**config.mk**
```make
export PLATFORM = sky130hd
export DESIGN_NAME = if_stage_fq_flat
export DESIGN_NICKNAME = d
export VERILOG_FILES = /design/src/rtl/if_stage_fq_if.sv /design/src/rtl/if_stage_fq.sv /design/src/flat_wrapper.sv
export SDC_FILE = /design/constraint.sdc
export NUM_CORES = 1
export LEC_CHECK = 0
export CAP_MARGIN = 25
export CELL_PAD_IN_SITES_DETAIL_PLACEMENT = 0
export CELL_PAD_IN_SITES_GLOBAL_PLACEMENT = 1
export CORE_ASPECT_RATIO = 1.2
export CORE_MARGIN = 2
export CORE_UTILIZATION = 52
export CTS_BUF_LIST = sky130_fd_sc_hd__clkbuf_8
export DETAILED_ROUTE_END_ITERATION = 7
export HOLD_SLACK_MARGIN = 0.02
export PLACE_DENSITY = 0.95
export SETUP_SLACK_MARGIN = 0.2
export SYNTH_ARGS = -nofsm -noshare
export SYNTH_HDL_FRONTEND = slang
export SYNTH_SLANG_ARGS = --single-unit
```
**constraint.sdc**
```tcl
create_clock -name clk_i -period 12.2 [get_ports clk_i]
set_input_delay 1.22 -clock clk_i [delete_from_list [all_inputs] [get_ports clk_i]]
set_output_delay 1.22 -clock clk_i [all_outputs]
set_load 0.02 [all_outputs]
```
**src/rtl/if_stage_fq_if.sv**
```systemverilog
// Fetch-stage bundle: instruction-memory request/response, redirect/flush
// controls and the decode-side valid/ready handshake.
interface if_stage_fq_if #(
    parameter int unsigned XLEN        = 32,
    parameter int unsigned FETCH_DEPTH = 4
);
    localparam int unsigned CW = $clog2(FETCH_DEPTH) + 1;

    logic            imem_req_o;
    logic [XLEN-1:0] imem_addr_o;
    logic [XLEN-1:0] imem_rdata_i;
    logic            redirect_i;
    logic [XLEN-1:0] redirect_pc_i;
    logic            flush_i;
    logic            ready_i;
    logic [XLEN-1:0] pc_o;
    logic [XLEN-1:0] instr_o;
    logic            valid_o;
    logic [CW-1:0]   fq_count_o;

    modport master (
        output imem_req_o, imem_addr_o, pc_o, instr_o, valid_o, fq_count_o,
        input  imem_rdata_i, redirect_i, redirect_pc_i, flush_i, ready_i
    );

    modport slave (
        input  imem_req_o, imem_addr_o, pc_o, instr_o, valid_o, fq_count_o,
        output imem_rdata_i, redirect_i, redirect_pc_i, flush_i, ready_i
    );
endinterface

```
**src/rtl/if_stage_fq.sv**
```systemverilog
// Instruction-fetch stage: credit-limited issue to a fixed-latency memory,
// in-flight tag pipe and a show-ahead fetch queue toward decode.
module if_stage_fq #(
    parameter int unsigned     XLEN        = 32,
    parameter logic [XLEN-1:0] RESET_PC    = 32'h0000_0000,
    parameter int unsigned     MEM_LAT     = 1,
    parameter int unsigned     FETCH_DEPTH = 4
) (
    input logic           clk_i,
    input logic           rst_ni,
    if_stage_fq_if.master bus
);
    localparam int unsigned     PW       = $clog2(FETCH_DEPTH);
    localparam int unsigned     CW       = PW + 1;
    localparam logic [CW:0]     DEPTH_L  = (CW + 1)'(FETCH_DEPTH);
    localparam logic [XLEN-1:0] PC_STEP  = XLEN'(4);
    localparam logic [PW-1:0]   PTR_ONE  = PW'(1);
    localparam logic [CW-1:0]   CNT_ONE  = CW'(1);

    logic [XLEN-1:0] fetch_pc_r;
    logic [XLEN-1:0] q_pc_r    [FETCH_DEPTH];
    logic [XLEN-1:0] q_instr_r [FETCH_DEPTH];
    logic [PW-1:0]   rd_ptr_r;
    logic [PW-1:0]   wr_ptr_r;
    logic [CW-1:0]   count_r;
    logic [MEM_LAT-1:0] sr_vld_r;
    logic [XLEN-1:0] sr_pc_r   [MEM_LAT];

    logic [CW-1:0]   inflight_s;
    logic [CW:0]     credit_s;
    logic            valid_s;
    logic            pop_s;
    logic            push_s;
    logic            req_s;
    logic            kill_s;
    logic [XLEN-1:0] replay_pc_s;

    // Number of fetches issued but not yet returned
    always_comb begin
        inflight_s = '0;
        for (int i = 0; i < MEM_LAT; i++) begin
            inflight_s = inflight_s + CW'(sr_vld_r[i]);
        end
    end

    // Handshake and issue decision; a pop this cycle earns no credit
    always_comb begin
        valid_s  = (count_r != '0);
        pop_s    = valid_s && bus.ready_i;
        push_s   = sr_vld_r[MEM_LAT-1];
        kill_s   = bus.redirect_i || bus.flush_i;
        credit_s = {1'b0, count_r} + {1'b0, inflight_s};
        req_s    = rst_ni && (credit_s < DEPTH_L) && !kill_s;
    end

    // Flush replay point: oldest instruction decode has not consumed
    always_comb begin
        replay_pc_s = fetch_pc_r;
        for (int i = 0; i < MEM_LAT; i++) begin
            if (sr_vld_r[i]) begin
                replay_pc_s = sr_pc_r[i];
            end else begin
                replay_pc_s = replay_pc_s;
            end
        end
        if (valid_s && !pop_s) begin
            replay_pc_s = q_pc_r[rd_ptr_r];
        end else if (pop_s && (count_r > CNT_ONE)) begin
            replay_pc_s = q_pc_r[rd_ptr_r + PTR_ONE];
        end else begin
            replay_pc_s = replay_pc_s;
        end
    end

    // Output drive; head fields read as zero while the queue is empty
    always_comb begin
        bus.imem_req_o  = req_s;
        bus.imem_addr_o = fetch_pc_r;
        bus.valid_o     = valid_s;
        bus.fq_count_o  = count_r;
        if (valid_s) begin
            bus.pc_o    = q_pc_r[rd_ptr_r];
            bus.instr_o = q_instr_r[rd_ptr_r];
        end else begin
            bus.pc_o    = '0;
            bus.instr_o = '0;
        end
    end

    // Fetch PC, in-flight pipe and queue state
    always_ff @(posedge clk_i) begin
        if (!rst_ni) begin
            fetch_pc_r <= RESET_PC;
            rd_ptr_r   <= '0;
            wr_ptr_r   <= '0;
            count_r    <= '0;
            sr_vld_r   <= '0;
            for (int i = 0; i < MEM_LAT; i++) begin
                sr_pc_r[i] <= '0;
            end
            for (int i = 0; i < FETCH_DEPTH; i++) begin
                q_pc_r[i]    <= '0;
                q_instr_r[i] <= '0;
            end
        end else begin
            for (int i = MEM_LAT - 1; i > 0; i--) begin
                sr_vld_r[i] <= sr_vld_r[i-1];
                sr_pc_r[i]  <= sr_pc_r[i-1];
            end
            sr_pc_r[0] <= fetch_pc_r;
            if (kill_s) begin
                // Returning response on this edge is dropped with the rest
                sr_vld_r <= '0;
                rd_ptr_r <= '0;
                wr_ptr_r <= '0;
                count_r  <= '0;
                if (bus.redirect_i) begin
                    fetch_pc_r <= {bus.redirect_pc_i[XLEN-1:2], 2'b00};
                end else begin
                    fetch_pc_r <= replay_pc_s;
                end
            end else begin
                sr_vld_r[0] <= req_s;
                if (req_s) begin
                    fetch_pc_r <= fetch_pc_r + PC_STEP;
                end
                if (push_s) begin
                    q_pc_r[wr_ptr_r]    <= sr_pc_r[MEM_LAT-1];
                    q_instr_r[wr_ptr_r] <= bus.imem_rdata_i;
                    wr_ptr_r            <= wr_ptr_r + PTR_ONE;
                end
                if (pop_s) begin
                    rd_ptr_r <= rd_ptr_r + PTR_ONE;
                end
                case ({push_s, pop_s})
                    2'b10:   count_r <= count_r + CNT_ONE;
                    2'b01:   count_r <= count_r - CNT_ONE;
                    default: count_r <= count_r;
                endcase
            end
        end
    end
endmodule
```
**src/flat_wrapper.sv**
```systemverilog
// flat-port wrapper written by rule: the top's interface ports become plain ports
module if_stage_fq_flat 
#(
    parameter int unsigned     XLEN        = 32,
    parameter logic [XLEN-1:0] RESET_PC    = 32'h0000_0000,
    parameter int unsigned     MEM_LAT     = 1,
    parameter int unsigned     FETCH_DEPTH = 4
)
  (clk_i, rst_ni, bus_imem_req_o, bus_imem_addr_o, bus_pc_o, bus_instr_o, bus_valid_o, bus_fq_count_o, bus_imem_rdata_i, bus_redirect_i, bus_redirect_pc_i, bus_flush_i, bus_ready_i);
  if_stage_fq_if #(.XLEN(XLEN), .FETCH_DEPTH(FETCH_DEPTH)) bus_i ();
  input logic clk_i;
  input logic rst_ni;
  output wire logic [$bits(bus_i.imem_req_o)-1:0] bus_imem_req_o;
  output wire logic [$bits(bus_i.imem_addr_o)-1:0] bus_imem_addr_o;
  output wire logic [$bits(bus_i.pc_o)-1:0] bus_pc_o;
  output wire logic [$bits(bus_i.instr_o)-1:0] bus_instr_o;
  output wire logic [$bits(bus_i.valid_o)-1:0] bus_valid_o;
  output wire logic [$bits(bus_i.fq_count_o)-1:0] bus_fq_count_o;
  input wire logic [$bits(bus_i.imem_rdata_i)-1:0] bus_imem_rdata_i;
  input wire logic [$bits(bus_i.redirect_i)-1:0] bus_redirect_i;
  input wire logic [$bits(bus_i.redirect_pc_i)-1:0] bus_redirect_pc_i;
  input wire logic [$bits(bus_i.flush_i)-1:0] bus_flush_i;
  input wire logic [$bits(bus_i.ready_i)-1:0] bus_ready_i;
  assign bus_imem_req_o = bus_i.imem_req_o;
  assign bus_imem_addr_o = bus_i.imem_addr_o;
  assign bus_pc_o = bus_i.pc_o;
  assign bus_instr_o = bus_i.instr_o;
  assign bus_valid_o = bus_i.valid_o;
  assign bus_fq_count_o = bus_i.fq_count_o;
  assign bus_i.imem_rdata_i = bus_imem_rdata_i;
  assign bus_i.redirect_i = bus_redirect_i;
  assign bus_i.redirect_pc_i = bus_redirect_pc_i;
  assign bus_i.flush_i = bus_flush_i;
  assign bus_i.ready_i = bus_ready_i;
  if_stage_fq #(.XLEN(XLEN), .RESET_PC(RESET_PC), .MEM_LAT(MEM_LAT), .FETCH_DEPTH(FETCH_DEPTH)) u_core (.clk_i(clk_i), .rst_ni(rst_ni), .bus(bus_i));
endmodule
```
==> summary.txt, run 1 <==
Run status
  – Status: complete, no violations

Cells and area
  – Most frequent cells in the layout: and2_1, edfxtp_1, clkdlybuf4s50_1
  – NumNets Final: 1,502
  – Area Growth Syn to Fin: 18.6%
  – Antenna Cells: 0
  – Final non-filler cell total: 1,871
  – Commonest non-fill, non-tap cell in the layout: and2_1
  – Area of the multi-input gates: 6700 µm²
  – Storage cell area: 9180 µm²
  – Final-layout fill cell count: 2,411
  – Layout cells sized above 1: 15.2%

Die
  – I/O pin total: 170
  – Starting density of the core: 52.4%
  – Rows: 71
  – Core Area: 31,100 µm²
  – Die area: 32,800 µm²
  – Die height: 198 µm
  – Die Span X: 166 µm

Detailed routing
  – Routed WL: 42,000 µm
  – DR vias: 11,200
  – First-pass iteration count of the detailed router: 5
  – Initial DRC Count: 1,061
  – DRC Markers: 0
  – Final ANT Viol Nets: 0
  – Wire per inst: 22.5 µm
  – Via density: 5.97

STA
  – Final hold vios: 0
  – Slew HR: 30.5%
  – Worst setup margin: 7.20 ns
  – Slew Viols, Final: 0
  – Final setup viols: 0
  – TNS Setup: 0 ns
  – Unrepaired setup endpoints after global routing: no
  – Final Cycle Share: 41.0%
  – Maximum clock frequency: 0.200 GHz
  – Slew @ Worst Pin: 1.04 ns
  – Clock Skew: 0.0139 ns
  – Final min period: 5.00 ns

Logic synthesis
  – Top FF cell, synth: edfxtp_1
  – Synthesized area: 16,300 µm²
  – Syn_nets: 1,355
  – Synthesized netlist cell count: 1,281
  – Yosys reg bits: 330
  – Netlist cell types: 63
  – Seq/Total Area, Yosys: 56.3%
  – Mapped Avg Cell Area: 12.7 µm²
  – Async SR Flop Fraction: 0%
  – Synth Warn #: 0
  – Number of synthesized flops with an enable pin: 256

GRT
  – Total GRT Usage: 26.1%
  – Global route overflow: 0
  – First-pass GRT wire length: 64,200 µm
  – Largest net degree at the start of global routing: 69
  – Initial antenna violation count: 1
  – Vias in the first global route: 11,100

CTS
  – Root buf cell: clkbuf_8
  – Hold buffer count at cts: 0
  – H-tree levels: 2
  – Post-CTS setup buffer count: 0
  – Clock transition at path regs: 0.06 ns
  – Post-CTS sizing: 0
  – Clk Latency, worst-skew pair: 0.60 ns
  – Inserted Clock Buffers: 52
  – CTS tree: yes
  – CTS Sinks: 330
  – Max clock buf depth: 3

Worst hold path
  – Worst Hold Class: reg2reg

Placed design
  – GPL Wtd Cong: 0.874
  – Detailed placer's ending HPWL: 24,600 µm
  – PortBufs: 167
  – Dpl ws: 7.02 ns
  – Placed insts: 1,774

Power and ir drop
  – VDD IR max: 0.0909 mV
  – Cell Pwr Density: 124 nW/µm²
  – Leakage: 6.80 nW

Job
  – Max Cap Violations: 0

Critical path
  – CP required: 10.98 ns
  – Worst path arrival time: 3.78 ns
  – Worst Setup Start Kind: primary input
  – Critical path type: in2out
  – CP endpoint kind: output port
  – Crit Path Max Fanout: 11
[per-layer routing]
metal	up-vias	routed length [µm]	global-route usage (%)
li1	5018	-	-
met1	5567	16900	34.9
met2	512	20500	43.2
met3	77	3370	5.13
met4	2	1210	8.30
met5	-	12	0
[sequential cells by signal (all words and copies together), names as in the netlist, named ones only]
register,flops
u_core.push_s,1
u_core.wr_ptr_r,2
u_core.bus.imem_addr_o,32
u_core.sr_pc_r,32
u_core.bus.fq_count_o,3
u_core.q_pc_r,128
u_core.q_instr_r,128
u_core.rd_ptr_r,2
[worst paths after layout]
kind | startpoint | depth (start not counted) | end | slack, ns
setup / recovery | bus_flush_i | 5 | bus_imem_req_o | 7.20
hold / removal | u_core.bus.imem_addr_o[0] | 2 | u_core.sr_pc_r[0][0] | 0.46
setup reg to reg | u_core.push_s | 5 | u_core.q_pc_r[2][19] | 8.86
hold reg to reg | u_core.bus.imem_addr_o[0] | 2 | u_core.sr_pc_r[0][0] | 0.46
[synthesized netlist by cell type (all sizes together) (3+ instances only)]
cell type	n	area share, %
a221oi	8	0.43
xnor2	5	0.27
nand3	25	0.84
a2111oi	4	0.33
and3	3	0.12
edfxtp	256	47
clkbuf	69	1.6
and2	348	13
nand2b	5	0.19
nand2	76	1.8
nand4	9	0.35
or3	3	0.12
o21ai	51	1.6
dfxtp	74	9.1
mux2i	6	0.37
nor4	8	0.48
nor2b	3	0.12
nor2	42	0.97
a31oi	17	0.65
xor2	10	0.54
nor3	10	0.31
mux4	96	13
buf	26	0.96
a32oi	3	0.16
o21a	3	0.14
a211oi	8	0.40
inv	16	0.37
a21oi	54	1.7
o211ai	3	0.14
o22ai	7	0.27
ha	5	0.38
[cell families after synthesis]
kind of cell / Yosys count / synth area share, %
AOI/OAI and AO/OA: 176 / 6.87
xor gates and xnor gates: 15 / 0.806
adders and majority gates: 5 / 0.384
buffers and inverters: 112 / 2.96
DFF: 330 / 56.3
muxes: 102 / 13.6
and+or+nand+nor: 541 / 19.1
[power breakdown]
group          internal [mW]  switching (mW)
Clock                  0.499           0.443
Sequential              1.25          0.0331
Combinational         0.0759          0.0924
Total                   1.82           0.569
[through the flow]
step                utilization, %  hold WS (ns)  total power [mW]  area, µm²
floorplan                        -         0.529              1.39      16300
global placement              58.7         0.436              1.47      18300
detailed placement            58.7         0.456              1.47      18300
CTS                           62.1         0.462              2.40      19300
global route                  62.2         0.481              2.47      19300
finish                        62.2         0.461              2.39      19300
[worst max-delay path, cell delays in order]
cell and delay (ns):
clkdlybuf4s50_1 0.65, or3b_1 0.69, a311o_4 0.47, clkinv_2 0.13, clkdlybuf4s50_1 0.62
[area by class of cell]
type	count	share of cell area [%]
Multi-Input combinational cell	839	34.7
Clock buffer	61	4.34
Sequential cell	330	47.5
Tap cell	401	2.60
Timing Repair Buffer	188	9.50
Clock inverter	35	1.07
Inverter	17	0.337
(Power assumes the default switching activity.)
==> inputs of run 2 (changes only) <==
--- a/config.mk
+++ b/config.mk
@@ -10,11 +10,11 @@
 export CELL_PAD_IN_SITES_GLOBAL_PLACEMENT = 1
 export CORE_ASPECT_RATIO = 1.2
 export CORE_MARGIN = 2
-export CORE_UTILIZATION = 52
+export CORE_UTILIZATION = 48
 export CTS_BUF_LIST = sky130_fd_sc_hd__clkbuf_8
 export DETAILED_ROUTE_END_ITERATION = 7
 export HOLD_SLACK_MARGIN = 0.02
-export PLACE_DENSITY = 0.95
+export PLACE_DENSITY = 0.91
 export SETUP_SLACK_MARGIN = 0.2
 export SYNTH_ARGS = -nofsm -noshare
 export SYNTH_HDL_FRONTEND = slang
==> constraint.sdc (replaced) <==
create_clock -name clk_i -period 4.9 [get_ports clk_i]
set_input_delay 0.49 -clock clk_i [delete_from_list [all_inputs] [get_ports clk_i]]
set_output_delay 0.49 -clock clk_i [all_outputs]
set_load 0.02 [all_outputs]
==> summary.txt, run 2 (synthesis results as in run 1) <==
Detailed routing
  – Routed WL: 43,400 µm
  – Initial DRC Count: 1,026
  – First-pass iteration count of the detailed router: 5
  – Via density: 5.82
  – Wire per inst: 22.5 µm
  – Final ANT Viol Nets: 0
  – DRC Markers: 0
  – DR vias: 11,200

CTS
  – Clock transition at path regs: 0.06 ns
  – Inserted Clock Buffers: 53
  – Post-CTS setup buffer count: 0
  – CTS tree: yes
  – CTS Sinks: 330
  – Hold buffer count at cts: 0
  – Clk Latency, worst-skew pair: 0.61 ns
  – Max clock buf depth: 3
  – Root buf cell: clkbuf_8
  – Post-CTS sizing: 0
  – H-tree levels: 2

GRT
  – GRT Max-Usage Layer: met2
  – GR Layer Usage met1: 32.2%
  – Vias in the first global route: 11,300
  – Total GRT Usage: 24.9%
  – Initial antenna violation count: 0
  – Largest net degree at the start of global routing: 65
  – Grt met3 use: 3.83%
  – Global route overflow: 0
  – Met2 Usage GRT: 42.2%
  – First-pass GRT wire length: 65,800 µm

Critical path
  – Worst Setup Start Kind: flip-flop
  – Critical path type: reg2out
  – Cells traversed along the worst timing path: inv_1 > ha_1 > nand2b_2 > buf_4 > and2_1 > clkdlybuf4s50_1
  – CP required: 4.41 ns
  – Crit Path Max Fanout: 43
  – RR Startpoint: u_core.bus.fq_count_o[1]
  – CP max stage cell: nand2b_2
  – Origin of the worst setup path: u_core.bus.fq_count_o[1]
  – Worst path arrival time: 3.22 ns
  – CP max stage delay: 0.62 ns
  – CP endpoint kind: output port

Power and ir drop
  – VDD IR max: 0.293 mV
  – Leakage: 6.87 nW
  – Cell Pwr Density: 309 nW/µm²
  – Final Power: 6.01 mW

Worst hold path
  – HP Start: u_core.bus.imem_addr_o[1]
  – Worst Hold Class: reg2reg

Placed design
  – Detailed placer's ending HPWL: 26,200 µm
  – PortBufs: 167
  – GPL Wtd Cong: 0.910
  – Placed insts: 1,828

STA
  – Final setup viols: 0
  – Final hold vios: 0
  – Maximum clock frequency: 0.270 GHz
  – Final Cycle Share: 75.7%
  – Slew Viols, Final: 0
  – TNS Setup: 0 ns
  – Slew @ Worst Pin: 1.05 ns
  – Slew HR: 30.0%
  – Clock Skew: 0.0411 ns
  – Final min period: 3.71 ns
  – Unrepaired setup endpoints after global routing: no

Cells and area
  – Commonest non-fill, non-tap cell in the layout: and2_1
  – Area Growth Syn to Fin: 19.6%
  – Final non-filler cell total: 1,927
  – Largest regs: u_core.q_instr_r x128, u_core.q_pc_r x128
  – Antenna Cells: 0
  – NumNets Final: 1,508
  – Most frequent cells in the layout: and2_1, edfxtp_1, clkdlybuf4s50_1
  – Layout cells sized above 1: 15.2%

Die
  – Die area: 35,400 µm²
  – Starting density of the core: 49.0%
  – I/O pin total: 170
  – Core Area: 33,200 µm²
  – Die height: 206 µm
  – Die Span X: 172 µm
  – Rows: 73

Job
  – Max Cap Violations: 0

Run status
  – Status: complete, no violations
-- run 2: metal layers --
metal / wire length [µm] / part of all wire (%) / vias to the layer above
met5: 0 / 0 / -
met4: 1490 / 3.4 / 0
met3: 2990 / 6.9 / 101
met2: 21200 / 49 / 491
met1: 17700 / 41 / 5592
li1: - / - / 5030
-- run 2: path summary, 6_finish.rpt --
path,to,cells past startpoint,slack [ns]
min,u_core.sr_pc_r[0][1],2,0.47
min reg2reg,u_core.sr_pc_r[0][1],2,0.47
max reg2reg,u_core.bus.fq_count_o[2],8,1.99
max,bus_instr_o[31],6,1.19
-- run 2: cell type report --
| class | instances | area, µm² |
|---|---|---|
| timing repair buffer | 193 | 1910 |
| tap | 450 | 563 |
| sequential | 330 | 9180 |
| clock buffer | 61 | 840 |
| inverter | 17 | 65.1 |
| multi-input combinational | 839 | 6700 |
| clock inverter | 37 | 231 |
| fill | 2719 | 13800 |
-- run 2: through the flow --
| step | util, % | hold slack [ns] | area, µm² | setup slack [ns] |
|---|---|---|---|---|
| after detailed placement | 55.3 | 0.453 | 18400 | 1.18 |
| after global placement | 55.3 | 0.445 | 18400 | 1.19 |
| final | 58.6 | 0.473 | 19500 | 1.19 |
| after floorplan | - | 0.529 | 16300 | 0.626 |
| after CTS | 58.5 | 0.458 | 19500 | 1.10 |
| after global routing | 58.6 | 0.498 | 19500 | 0.930 |
-- run 2: power by group --
part,internal (mW),switching [mW]
clock,1.29,1.10
combinational,0.192,0.233
sequential,3.11,0.0845
-- run 2: worst max-delay path, delay by kind of cell, from the launching register on --
| family | cells | cell delay, ns |
|---|---|---|
| and+or+nand+nor | 2 | 0.83 |
| DFF | 1 | 0.43 |
| buffers and inverters | 3 | 1.11 |
| adders and majority gates | 1 | 0.23 |
